===== src/rtl/alu_pkg.sv =====
// Shared ALU definitions: operation codes, ALUOp class encoding and operation-code width.
package alu_pkg;

    localparam int unsigned OP_W = 4;

    typedef enum logic [OP_W-1:0] {
        OP_AND = 4'b0000,
        OP_OR  = 4'b0001,
        OP_ADD = 4'b0010,
        OP_XOR = 4'b0011,
        OP_SLL = 4'b0100,
        OP_SRL = 4'b0101,
        OP_SUB = 4'b0110,
        OP_SRA = 4'b0111,
        OP_EQ  = 4'b1000,
        OP_SLT = 4'b1100
    } alu_op_e;

    typedef enum logic [1:0] {
        CTRL_MEM    = 2'b00,
        CTRL_BRANCH = 2'b01,
        CTRL_RTYPE  = 2'b10,
        CTRL_ITYPE  = 2'b11
    } alu_ctrl_e;

endpackage


===== src/rtl/alu_decoder.sv =====
// Combinational decode of ALUOp/funct3/funct7 into an ALU operation code plus an illegal flag.
module alu_decoder
    import alu_pkg::*;
(
    input  logic [1:0]      alu_op_i,
    input  logic [2:0]      funct3_i,
    input  logic [6:0]      funct7_i,
    output logic [OP_W-1:0] op_o,
    output logic            illegal_o
);

    alu_ctrl_e ctrl;
    alu_op_e   op;
    logic      illegal;
    logic      alt;
    logic      unused_funct7;

    assign ctrl          = alu_ctrl_e'(alu_op_i);
    assign alt           = funct7_i[5];
    assign unused_funct7 = ^{funct7_i[6], funct7_i[4:0]};

    always_comb begin
        op      = OP_ADD;
        illegal = 1'b0;
        unique case (ctrl)
            CTRL_MEM: op = OP_ADD;
            CTRL_BRANCH: begin
                case (funct3_i)
                    3'b000, 3'b001: op = OP_EQ;
                    3'b100, 3'b101: op = OP_SLT;
                    default:        illegal = 1'b1;
                endcase
            end
            default: begin
                case (funct3_i)
                    // SUB only exists for register-register; I-type funct7 bits are immediate
                    3'b000:  op = (ctrl == CTRL_RTYPE && alt) ? OP_SUB : OP_ADD;
                    3'b001:  op = OP_SLL;
                    3'b010:  op = OP_SLT;
                    3'b100:  op = OP_XOR;
                    3'b101:  op = alt ? OP_SRA : OP_SRL;
                    3'b110:  op = OP_OR;
                    3'b111:  op = OP_AND;
                    default: illegal = 1'b1;
                endcase
            end
        endcase
        if (illegal) begin
            op = OP_AND;
        end
    end

    assign op_o      = op;
    assign illegal_o = illegal;

endmodule


===== src/rtl/alu_issue_stage.sv =====
// ID/EX pipeline register feeding the ALU: decode, valid/ready handshake, optional operand forwarding.
// Forwarding from EX/MEM and MEM/WB is compiled in when ALU_ISSUE_FWD_EN is defined.
module alu_issue_stage
    import alu_pkg::*;
#(
    parameter int unsigned DATA_WIDTH    = 32,
    parameter int unsigned OPCODE_LENGTH = 4,
    parameter int unsigned REG_ADDR_W    = 5
) (
    input  logic                     clk,
    input  logic                     reset_n,
    input  logic                     id_valid,
    output logic                     id_ready,
    input  logic [1:0]               id_alu_op,
    input  logic [2:0]               id_funct3,
    input  logic [6:0]               id_funct7,
    input  logic                     id_alu_src,
    input  logic [REG_ADDR_W-1:0]    id_rs1,
    input  logic [REG_ADDR_W-1:0]    id_rs2,
    input  logic [REG_ADDR_W-1:0]    id_rd,
    input  logic [DATA_WIDTH-1:0]    id_rs1_data,
    input  logic [DATA_WIDTH-1:0]    id_rs2_data,
    input  logic [DATA_WIDTH-1:0]    id_imm,
    input  logic                     flush,
    input  logic                     ex_ready,
    output logic                     ex_valid,
    output logic                     ex_illegal,
    output logic [REG_ADDR_W-1:0]    ex_rd,
    output logic [DATA_WIDTH-1:0]    SrcA,
    output logic [DATA_WIDTH-1:0]    SrcB,
    output logic [OPCODE_LENGTH-1:0] Operation,
    input  logic                     exmem_regwrite,
    input  logic                     memwb_regwrite,
    input  logic [REG_ADDR_W-1:0]    exmem_rd,
    input  logic [REG_ADDR_W-1:0]    memwb_rd,
    input  logic [DATA_WIDTH-1:0]    exmem_result,
    input  logic [DATA_WIDTH-1:0]    memwb_result
);

    logic [OP_W-1:0]       dec_op;
    logic                  dec_illegal;
    logic                  load;
    logic                  valid_d, valid_q;
    logic                  illegal_q;
    logic                  alu_src_q;
    alu_op_e               op_q;
    logic [REG_ADDR_W-1:0] rs1_q, rs2_q, rd_q;
    logic [DATA_WIDTH-1:0] rs1_data_q, rs2_data_q, imm_q;
    logic [DATA_WIDTH-1:0] fwd_a, fwd_b;

    alu_decoder u_dec (
        .alu_op_i  (id_alu_op),
        .funct3_i  (id_funct3),
        .funct7_i  (id_funct7),
        .op_o      (dec_op),
        .illegal_o (dec_illegal)
    );

    assign id_ready = !valid_q || ex_ready;
    assign load     = id_valid && id_ready && !flush;

    always_comb begin
        valid_d = valid_q;
        if (load) begin
            valid_d = 1'b1;
        end else if (flush || ex_ready) begin
            valid_d = 1'b0;
        end
    end

    always_ff @(posedge clk) begin
        if (!reset_n) begin
            valid_q    <= 1'b0;
            illegal_q  <= 1'b0;
            alu_src_q  <= 1'b0;
            op_q       <= OP_AND;
            rs1_q      <= '0;
            rs2_q      <= '0;
            rd_q       <= '0;
            rs1_data_q <= '0;
            rs2_data_q <= '0;
            imm_q      <= '0;
        end else begin
            valid_q <= valid_d;
            if (load) begin
                illegal_q  <= dec_illegal;
                alu_src_q  <= id_alu_src;
                op_q       <= alu_op_e'(dec_op);
                rs1_q      <= id_rs1;
                rs2_q      <= id_rs2;
                rd_q       <= id_rd;
                rs1_data_q <= id_rs1_data;
                rs2_data_q <= id_rs2_data;
                imm_q      <= id_imm;
            end
        end
    end

`ifdef ALU_ISSUE_FWD_EN
    function automatic logic fwd_hit(input logic wr, input logic [REG_ADDR_W-1:0] prod,
                                     input logic [REG_ADDR_W-1:0] rs);
        return wr && (prod != '0) && (prod == rs);
    endfunction

    // MEM/WB applied first so a younger EX/MEM hit overrides it
    always_comb begin
        fwd_a = rs1_data_q;
        fwd_b = rs2_data_q;
        if (fwd_hit(memwb_regwrite, memwb_rd, rs1_q)) fwd_a = memwb_result;
        if (fwd_hit(exmem_regwrite, exmem_rd, rs1_q)) fwd_a = exmem_result;
        if (fwd_hit(memwb_regwrite, memwb_rd, rs2_q)) fwd_b = memwb_result;
        if (fwd_hit(exmem_regwrite, exmem_rd, rs2_q)) fwd_b = exmem_result;
    end
`else
    logic unused_fwd;

    assign fwd_a      = rs1_data_q;
    assign fwd_b      = rs2_data_q;
    assign unused_fwd = ^{exmem_regwrite, memwb_regwrite, exmem_rd, memwb_rd,
                          exmem_result, memwb_result, rs1_q, rs2_q};
`endif

    assign ex_valid   = valid_q;
    assign ex_illegal = valid_q && illegal_q;
    assign ex_rd      = rd_q;
    assign SrcA       = fwd_a;
    assign SrcB       = alu_src_q ? imm_q : fwd_b;
    assign Operation  = OPCODE_LENGTH'(op_q);

endmodule

===== config.mk =====
export PLATFORM = sky130hd
export DESIGN_NAME = alu_issue_stage
export DESIGN_NICKNAME = d
export VERILOG_FILES = /design/src/rtl/alu_pkg.sv /design/src/rtl/alu_decoder.sv /design/src/rtl/alu_issue_stage.sv
export SDC_FILE = /design/constraint.sdc
export NUM_CORES = 1
export LEC_CHECK = 0
export CAP_MARGIN = 10
export CORE_UTILIZATION = 25
export DETAILED_ROUTE_END_ITERATION = 8
export PLACE_DENSITY = 0.65
export SLEW_MARGIN = 40
export SYNTH_ARGS = -nofsm -noshare
export SYNTH_HDL_FRONTEND = slang
export SYNTH_SLANG_ARGS = --single-unit

===== constraint.sdc =====
create_clock -name clk -period 3.27 [get_ports clk]
set_input_delay 0.4905 -clock clk [delete_from_list [all_inputs] [get_ports clk]]
set_output_delay 0.4905 -clock clk [all_outputs]
set_load 0.005 [all_outputs]

==> results.json, run 1 <==
{
  "worstPathRequired_ps": 2780,
  "grt_setup_unrepaired": "no",
  "timing_worst_setup_path_type": "register to primary output",
  "number_of_gates_resized_after_cts": 0,
  "critical_path.top_delay_family": "buffers and inverters",
  "clk_path_buf_depth": 2,
  "async_flop_share_pct": 0,
  "boundaryPins": 281,
  "intPower_mw": 2.29,
  "relSlewSlack_pct": 52.6,
  "clock_sinks": 108,
  "total_leakage_power_nw": 2.46,
  "status": "finished, violations left",
  "die_extent_in_x_um": 138,
  "critical_path.slowest_cell": "sky130_fd_sc_hd__dfxtp_2",
  "initial_utilization_pct": 25.6,
  "violations_in_the_final_reports": "DRC",
  "synth_seq_area_share_pct": 46.6,
  "worstSetupEndpointType": "primary output",
  "worst_setup_hold_path_clk_slew_ps": 70,
  "placement.io_buffers": 188,
  "cts_buffers": 9,
  "switching_power_total_mw": 0.686,
  "number_of_global_route_vias_before_repair": 3694,
  "num-fill-cells": 1862,
  "achievable-frequency_mhz": 397,
  "grt-ovfl-total": 0,
  "timing.critical_path.from_type": "register",
  "critical-path-max-stage-delay_ps": 620,
  "crit_path_cell_trace": "buf_12, mux2_2, clkdlybuf4s50_1",
  "number_of_placement_rows": 49,
  "synth_fp_nets": 722,
  "hp-class": "register to register",
  "cts-hold-fix-buffers": 0,
  "clock-skew-final_ps": 5.24,
  "power.share.clock_pct": 37.8,
  "timing_max_transition_violations_final": 0,
  "globalRouteTotalUtil_pct": 13.0,
  "drtPass1Iterations": 6,
  "layout_min_cycle_time_ps": 2520,
  "fin_tns_setup_ps": 0,
  "synthesized_area_per_cell_sq_um": 8.97,
  "syn_area_sq_um": 4640,
  "drive_above_1_share_pct": 11.9,
  "fp.dieH_um": 138,
  "powerDensity_nw_per_um2": 430,
  "finalSetupViolations": 0,
  "drv_cap": 0,
  "synthesis.yosys.warnings": 0,
  "routedWlPerCell_um": 13.3,
  "dp_hpwl_um": 8000,
  "insertedDiodeCount": 0,
  "floorplan.core_area_sq_um": 18100,
  "sequentialPowerShare_pct": 47.3,
  "tritoncts_clock_tree": "built",
  "clock-root-buffer": "sky130_fd_sc_hd__clkbuf_16",
  "synth_largest_area_cell": "sky130_fd_sc_hd__dfxtp_1",
  "synth_enable_flop_cells": 0,
  "ctsHtreeMaxLevel": 3,
  "largest_net_degree_at_the_start_of_global_routing": 67,
  "synthesized_instance_count": 517,
  "gp_routability_congestion": 0.732,
  "crit_path_start": "alu_src_q$_SDFFE_PN0P_",
  "flow.area_growth_from_synthesis_pct": 49.4,
  "ys_top_cells_by_area": "sky130_fd_sc_hd__dfxtp_1 (47%), sky130_fd_sc_hd__nand2_1 (17%), sky130_fd_sc_hd__a21boi_0 (11%), sky130_fd_sc_hd__mux2_2 (7.8%), sky130_fd_sc_hd__a21boi_2 (4.9%)",
  "drc_errors": 17,
  "drt_iter0_drc": 144,
  "drt-total-wl_um": 12200,
  "comb_power_share_pct": 14.9,
  "synth_ff_type": "sky130_fd_sc_hd__dfxtp_1",
  "flip_flop_and_latch_count_after_synthesis": 108,
  "report.final.hold_viol_count": 0,
  "final_min_period_over_clock_period_pct": 77.1,
  "drt-vias-per-instance": 4.31,
  "synth.lib_cells_used.distinct": 30,
  "launching_point_of_the_worst_reg2reg_path": "ex_valid$_SDFFE_PN0P_",
  "synth_top_area_share_pct": 46.6,
  "global_route_wire_length_before_repair_um": 19700,
  "design_power_total_mw": 2.98,
  "crit_path_max_fanout": 19,
  "min_from": "fwd_b[1]$_SDFFE_PN0P_",
  "p_sw_share_pct": 23.1,
  "crit_arrival_ps": 2030,
  "clock_latency_ps": 340,
  "detailroute.via_count": 3961,
  "timing.reg2reg.setup_slack_ps": 1640,
  "number_of_antenna_violations_at_the_first_check_in_global_routing": 0,
  "area_enclosed_by_the_die_boundary_sq_um": 19100,
  "vdd.ir_drop.worst_mv": 0.227,
  "cts_setup_buffers": 0,
  "nets": 889,
  "worst-slew-pin-transition_ps": 712,
  "drt.antenna.violating_nets": 0,
  "worst-path-buf-inv": 2
}
## final timing paths
check / endpoint / cells past startpoint
setup / recovery: SrcB[8] / 3
hold / removal: fwd_b[1]$_SDFFE_PN0P_ / 2
setup reg to reg: imm_q[0]$_SDFFE_PN0P_ / 6
hold reg to reg: fwd_b[1]$_SDFFE_PN0P_ / 2
## routing by layer
metal | wire (um) | vias up | GRT usage, %
met4 | 228 | 0 | 5.74
met5 | 0 | - | 0
met2 | 5660 | 98 | 21.3
li1 | - | 2025 | -
met3 | 721 | 13 | 3.53
met1 | 5580 | 1825 | 16.0
## layout make-up
type	count	area, sq um	share of cell area, %
clock buffers	12	256	3.70
clock inverters	4	47.5	0.687
inverters	1	3.75	0.0542
multi-input cells	369	2200	31.8
flip-flops and latches	108	2160	31.2
well taps	229	287	4.14
repair buffers	195	1970	28.4
## logic make-up (layout without fill, tap and decap cells)
| family | Yosys count | after routing | synth area share, % |
|---|---|---|---|
| muxes | 33 | 33 | 7.99 |
| DFF | 108 | 108 | 46.6 |
| AOI/OAI and AO/OA | 112 | 112 | 19.8 |
| buffers and inverters | 40 | 212 | 6.04 |
| and+or+nand+nor | 224 | 224 | 19.6 |
## cells in the mapped netlist, drive strengths merged (2+ instances only)
cell	instances
a21boi	106
buf	27
clkbuf	12
dfxtp	108
mux2	32
nand2	209
nand3b	2
nor2	2
nor2b	2
nor3b	4
o21ai	3
## registers in the layout, summed over array words and instances (netlist names)
name and count:
fwd_b 32, alu_src_q 1, SrcA 32, ex_rd 5, imm_q 32, illegal_q 1
ex_valid 1, Operation 4
## metrics by stage
step	hold slack (ps)	cells	worst slack [ps]	instance area, sq um	utilization (%)
floorplan	432	517	1720	4640	-
global placement	440	902	1070	6620	36.6
detailed placement	445	902	1040	6620	36.6
CTS	455	918	691	6930	38.3
global route	474	918	650	6930	38.3
finish	452	918	750	6930	38.3
## tightest hold or removal path: cells and delay by family, from the launching register on
kind,cells,cell delay (ps)
AOI/OAI and AO/OA,1,50
and+or+nand+nor,1,50
DFF,1,310
## power groups by stage
| stage | Combinational, mW | Clock, mW | Sequential, mW |
|---|---|---|---|
| final | 0.443 | 1.13 | 1.41 |
| after global routing | 0.487 | 1.23 | 1.41 |
| after CTS | 0.452 | 1.19 | 1.41 |
| after detailed placement | 0.449 | 0 | 1.44 |
| after global placement | 0.448 | 0 | 1.44 |
| after floorplan | 0.196 | 0 | 1.43 |
## cell usage in the layout (no fill, tap or decap), types with 2 or more instances in the layout
cell and instances:
sky130_fd_sc_hd__dfxtp_1 107, sky130_fd_sc_hd__nor3b_1 3, sky130_fd_sc_hd__a21boi_0 66, sky130_fd_sc_hd__buf_4 4, sky130_fd_sc_hd__a21boi_2 20, sky130_fd_sc_hd__a21boi_1 20
sky130_fd_sc_hd__clkbuf_8 2, sky130_fd_sc_hd__mux2_2 32, sky130_fd_sc_hd__nor2_1 2, sky130_fd_sc_hd__buf_12 3, sky130_fd_sc_hd__nand2_1 209, sky130_fd_sc_hd__clkinv_2 2
sky130_fd_sc_hd__clkbuf_16 9, sky130_fd_sc_hd__clkdlybuf4s50_1 187, sky130_fd_sc_hd__o21ai_0 2
Note: power is estimated with default switching activity, not from simulation.
==> run 2, diff against run 1 <==
==> constraint.sdc (replaced) <==
create_clock -name clk -period 2.5 [get_ports clk]
set_input_delay 0.375 -clock clk [delete_from_list [all_inputs] [get_ports clk]]
set_output_delay 0.375 -clock clk [all_outputs]
set_load 0.005 [all_outputs]
==> run 2 against run 1 <==
Effect of this change:
- the flow still finishes with violations (DRC)
- highest routed layer unchanged
- hold slack got worse by 1.4 ps
- routed wire length shrank 1.9%
- clock power up 36%
- worst setup slack lost 430 ps
- die area stayed put
- global-route usage is 0.089 points lower
- power grew 33%
- sequential cell count unchanged
- cell count shrank 0.11%
- clock skew increased by 0.64 ps
==> results.json, run 2 (synthesized netlist as in run 1, its figures left out) <==
{
  "status": "finished, violations left",
  "violations_in_the_final_reports": "DRC",
  "worstSetupEndpointType": "primary output",
  "number_of_placement_rows": 49,
  "crit_cells": 3,
  "detailroute.via_count": 3872,
  "clock-skew-final_ps": 5.88,
  "drc_errors": 18,
  "timing.critical_path.from_type": "register",
  "critical_path.slowest_cell": "sky130_fd_sc_hd__clkdlybuf4s50_1",
  "floorplan.core_area_sq_um": 18100,
  "routedWlPerCell_um": 13.0,
  "grt-ovfl-total": 0,
  "clock-root-buffer": "sky130_fd_sc_hd__clkbuf_16",
  "switching_power_total_mw": 0.888,
  "worst_setup_hold_path_clk_slew_ps": 70,
  "worstPathRequired_ps": 2120,
  "power.share.clock_pct": 38.8,
  "layout_min_cycle_time_ps": 2180,
  "sequentialPowerShare_pct": 46.3,
  "crit_arrival_ps": 1810,
  "comb_power_share_pct": 14.8,
  "vdd.ir_drop.worst_mv": 0.298,
  "final_min_period_over_clock_period_pct": 87.3,
  "crit_path_cell_trace": "buf_12, mux2_2, clkdlybuf4s50_1",
  "worst-path-buf-inv": 2,
  "boundaryPins": 281,
  "report.final.hold_viol_count": 0,
  "mostFrequentLayoutCell": "sky130_fd_sc_hd__nand2_1",
  "drt-vias-per-instance": 4.22,
  "drt-total-wl_um": 12000,
  "most_frequent_cells_in_the_layout": "sky130_fd_sc_hd__nand2_1 (209), sky130_fd_sc_hd__clkdlybuf4s50_1 (187), sky130_fd_sc_hd__dfxtp_1 (107)",
  "worst-slew-pin-transition_ps": 410,
  "grt_setup_unrepaired": "no",
  "clk_path_buf_depth": 2,
  "die_extent_in_x_um": 138,
  "number_of_antenna_violations_at_the_first_check_in_global_routing": 0,
  "crit_path_max_fanout": 30,
  "insertedDiodeCount": 0,
  "flow.area_growth_from_synthesis_pct": 50.3,
  "timing.reg2reg.setup_slack_ps": 1040,
  "tritoncts_clock_tree": "built",
  "drt.antenna.violating_nets": 0,
  "drt_iter0_drc": 158,
  "number_of_global_route_vias_before_repair": 3748,
  "relSlewSlack_pct": 72.6,
  "area_enclosed_by_the_die_boundary_sq_um": 19100,
  "placement.io_buffers": 188,
  "largest_net_degree_at_the_start_of_global_routing": 109,
  "intPower_mw": 3.07,
  "achievable-frequency_mhz": 458,
  "fp.dieH_um": 138,
  "drive_above_1_share_pct": 11.8,
  "gp_routability_congestion": 0.711,
  "ctsHtreeMaxLevel": 3,
  "cts_setup_buffers": 0,
  "p_sw_share_pct": 22.4,
  "hp-class": "register to register",
  "timing_worst_setup_path_type": "register to primary output",
  "critical-path-max-stage-delay_ps": 470,
  "nets": 888,
  "min_from": "fwd_b[9]$_SDFFE_PN0P_",
  "fin_tns_setup_ps": 0,
  "r2r.worst_path.cells": 5,
  "clock_sinks": 108,
  "global_route_wire_length_before_repair_um": 19500,
  "clock_latency_ps": 340,
  "drtPass1Iterations": 6,
  "critical_path.top_delay_family": "buffers and inverters",
  "finalSetupViolations": 0,
  "timing_max_transition_violations_final": 0,
  "initial_utilization_pct": 25.6,
  "hold_slack_ps": 451,
  "globalRouteTotalUtil_pct": 12.9,
  "total_leakage_power_nw": 2.48,
  "cts_buffers": 9,
  "launching_point_of_the_worst_reg2reg_path": "ex_valid$_SDFFE_PN0P_",
  "cts-hold-fix-buffers": 0,
  "r2r_end": "Operation[3]$_SDFFE_PN0P_",
  "powerDensity_nw_per_um2": 568,
  "holdPathStages": 2,
  "number_of_gates_resized_after_cts": 0,
  "drv_cap": 0,
  "dp_hpwl_um": 7710,
  "holdPathEnd": "fwd_b[9]$_SDFFE_PN0P_"
}
==> run 2: changes by cell type in the layout (fill, tap and decap cells not counted), sizes merged <==
cell / before / now
buf: 8 / 7
bufinv: 1 / 2
clkbuf: 12 / 11
clkinv: 2 / 3
clkinvlp: 1 / 0
==> run 2: worst register-to-register path: stages (launching register included) <==
cell                      delay, ps
sky130_fd_sc_hd__dfxtp_1        330
sky130_fd_sc_hd__nor2b_4        140
sky130_fd_sc_hd__nor3b_4        280
sky130_fd_sc_hd__buf_12         300
sky130_fd_sc_hd__o21ai_2         90
sky130_fd_sc_hd__o221a_2        220
==> run 2: power groups by stage <==
stage / combinational (mW) / clock, mW / sequential [mW]
after global routing: 0.646 / 1.69 / 1.85
after CTS: 0.600 / 1.62 / 1.84
after global placement: 0.595 / 0 / 1.88
after detailed placement: 0.596 / 0 / 1.88
after floorplan: 0.257 / 0 / 1.87
final: 0.588 / 1.54 / 1.84
==> run 2: metal layers <==
metal / vias up / GRT usage (%) / part of all wire, %
met5: - / 0 / 0
met4: 0 / 5.80 / 2.1
met2: 99 / 20.9 / 46
met1: 1740 / 15.9 / 45
li1: 2019 / - / -
met3: 14 / 3.71 / 6.4
==> run 2: area by class of cell <==
type / count / area (sq um)
clock buffer: 11 / 243
fill: 1819 / 11100
clock inverter: 5 / 75.1
tap: 229 / 287
timing repair buffer: 194 / 2000
sequential: 108 / 2160
multi-input combinational: 369 / 2200
inverter: 1 / 3.75
==> run 2: how the worst max path moves through the flow <==
stage                           startpoint                   endpoint  slack [ps]
floorplan           alu_src_q$_SDFFE_PN0P_                   SrcB[10]        1060
global placement                  id_valid  Operation[3]$_SDFFE_PN0P_         510
finish              alu_src_q$_SDFFE_PN0P_                   SrcB[16]         320
detailed placement                id_valid  Operation[3]$_SDFFE_PN0P_         520
global route        alu_src_q$_SDFFE_PN0P_                   SrcB[16]         250
CTS                 alu_src_q$_SDFFE_PN0P_                   SrcB[16]         270
==> run 2: per-stage QoR <==
stage	util [%]	setup slack, ps	cell area, sq um	instances	power [mW]
final	38.5	318	6970	917	3.96
after global routing	38.5	246	6970	917	4.18
after CTS	38.5	267	6970	917	4.06
after floorplan	-	1060	4640	517	2.13
after global placement	36.8	514	6650	901	2.47
after detailed placement	36.8	518	6650	901	2.47
==> run 3, diff against run 2 <==
--- a/config.mk
+++ b/config.mk
@@ -7,6 +7,7 @@
 export LEC_CHECK = 0
 export CAP_MARGIN = 10
 export CORE_UTILIZATION = 25
+export CTS_CLUSTER_SIZE = 20
 export DETAILED_ROUTE_END_ITERATION = 8
 export PLACE_DENSITY = 0.65
 export SLEW_MARGIN = 40
==> results of run 3 <==
No change in the layout: final DEF, timing and power equal those of run 2.
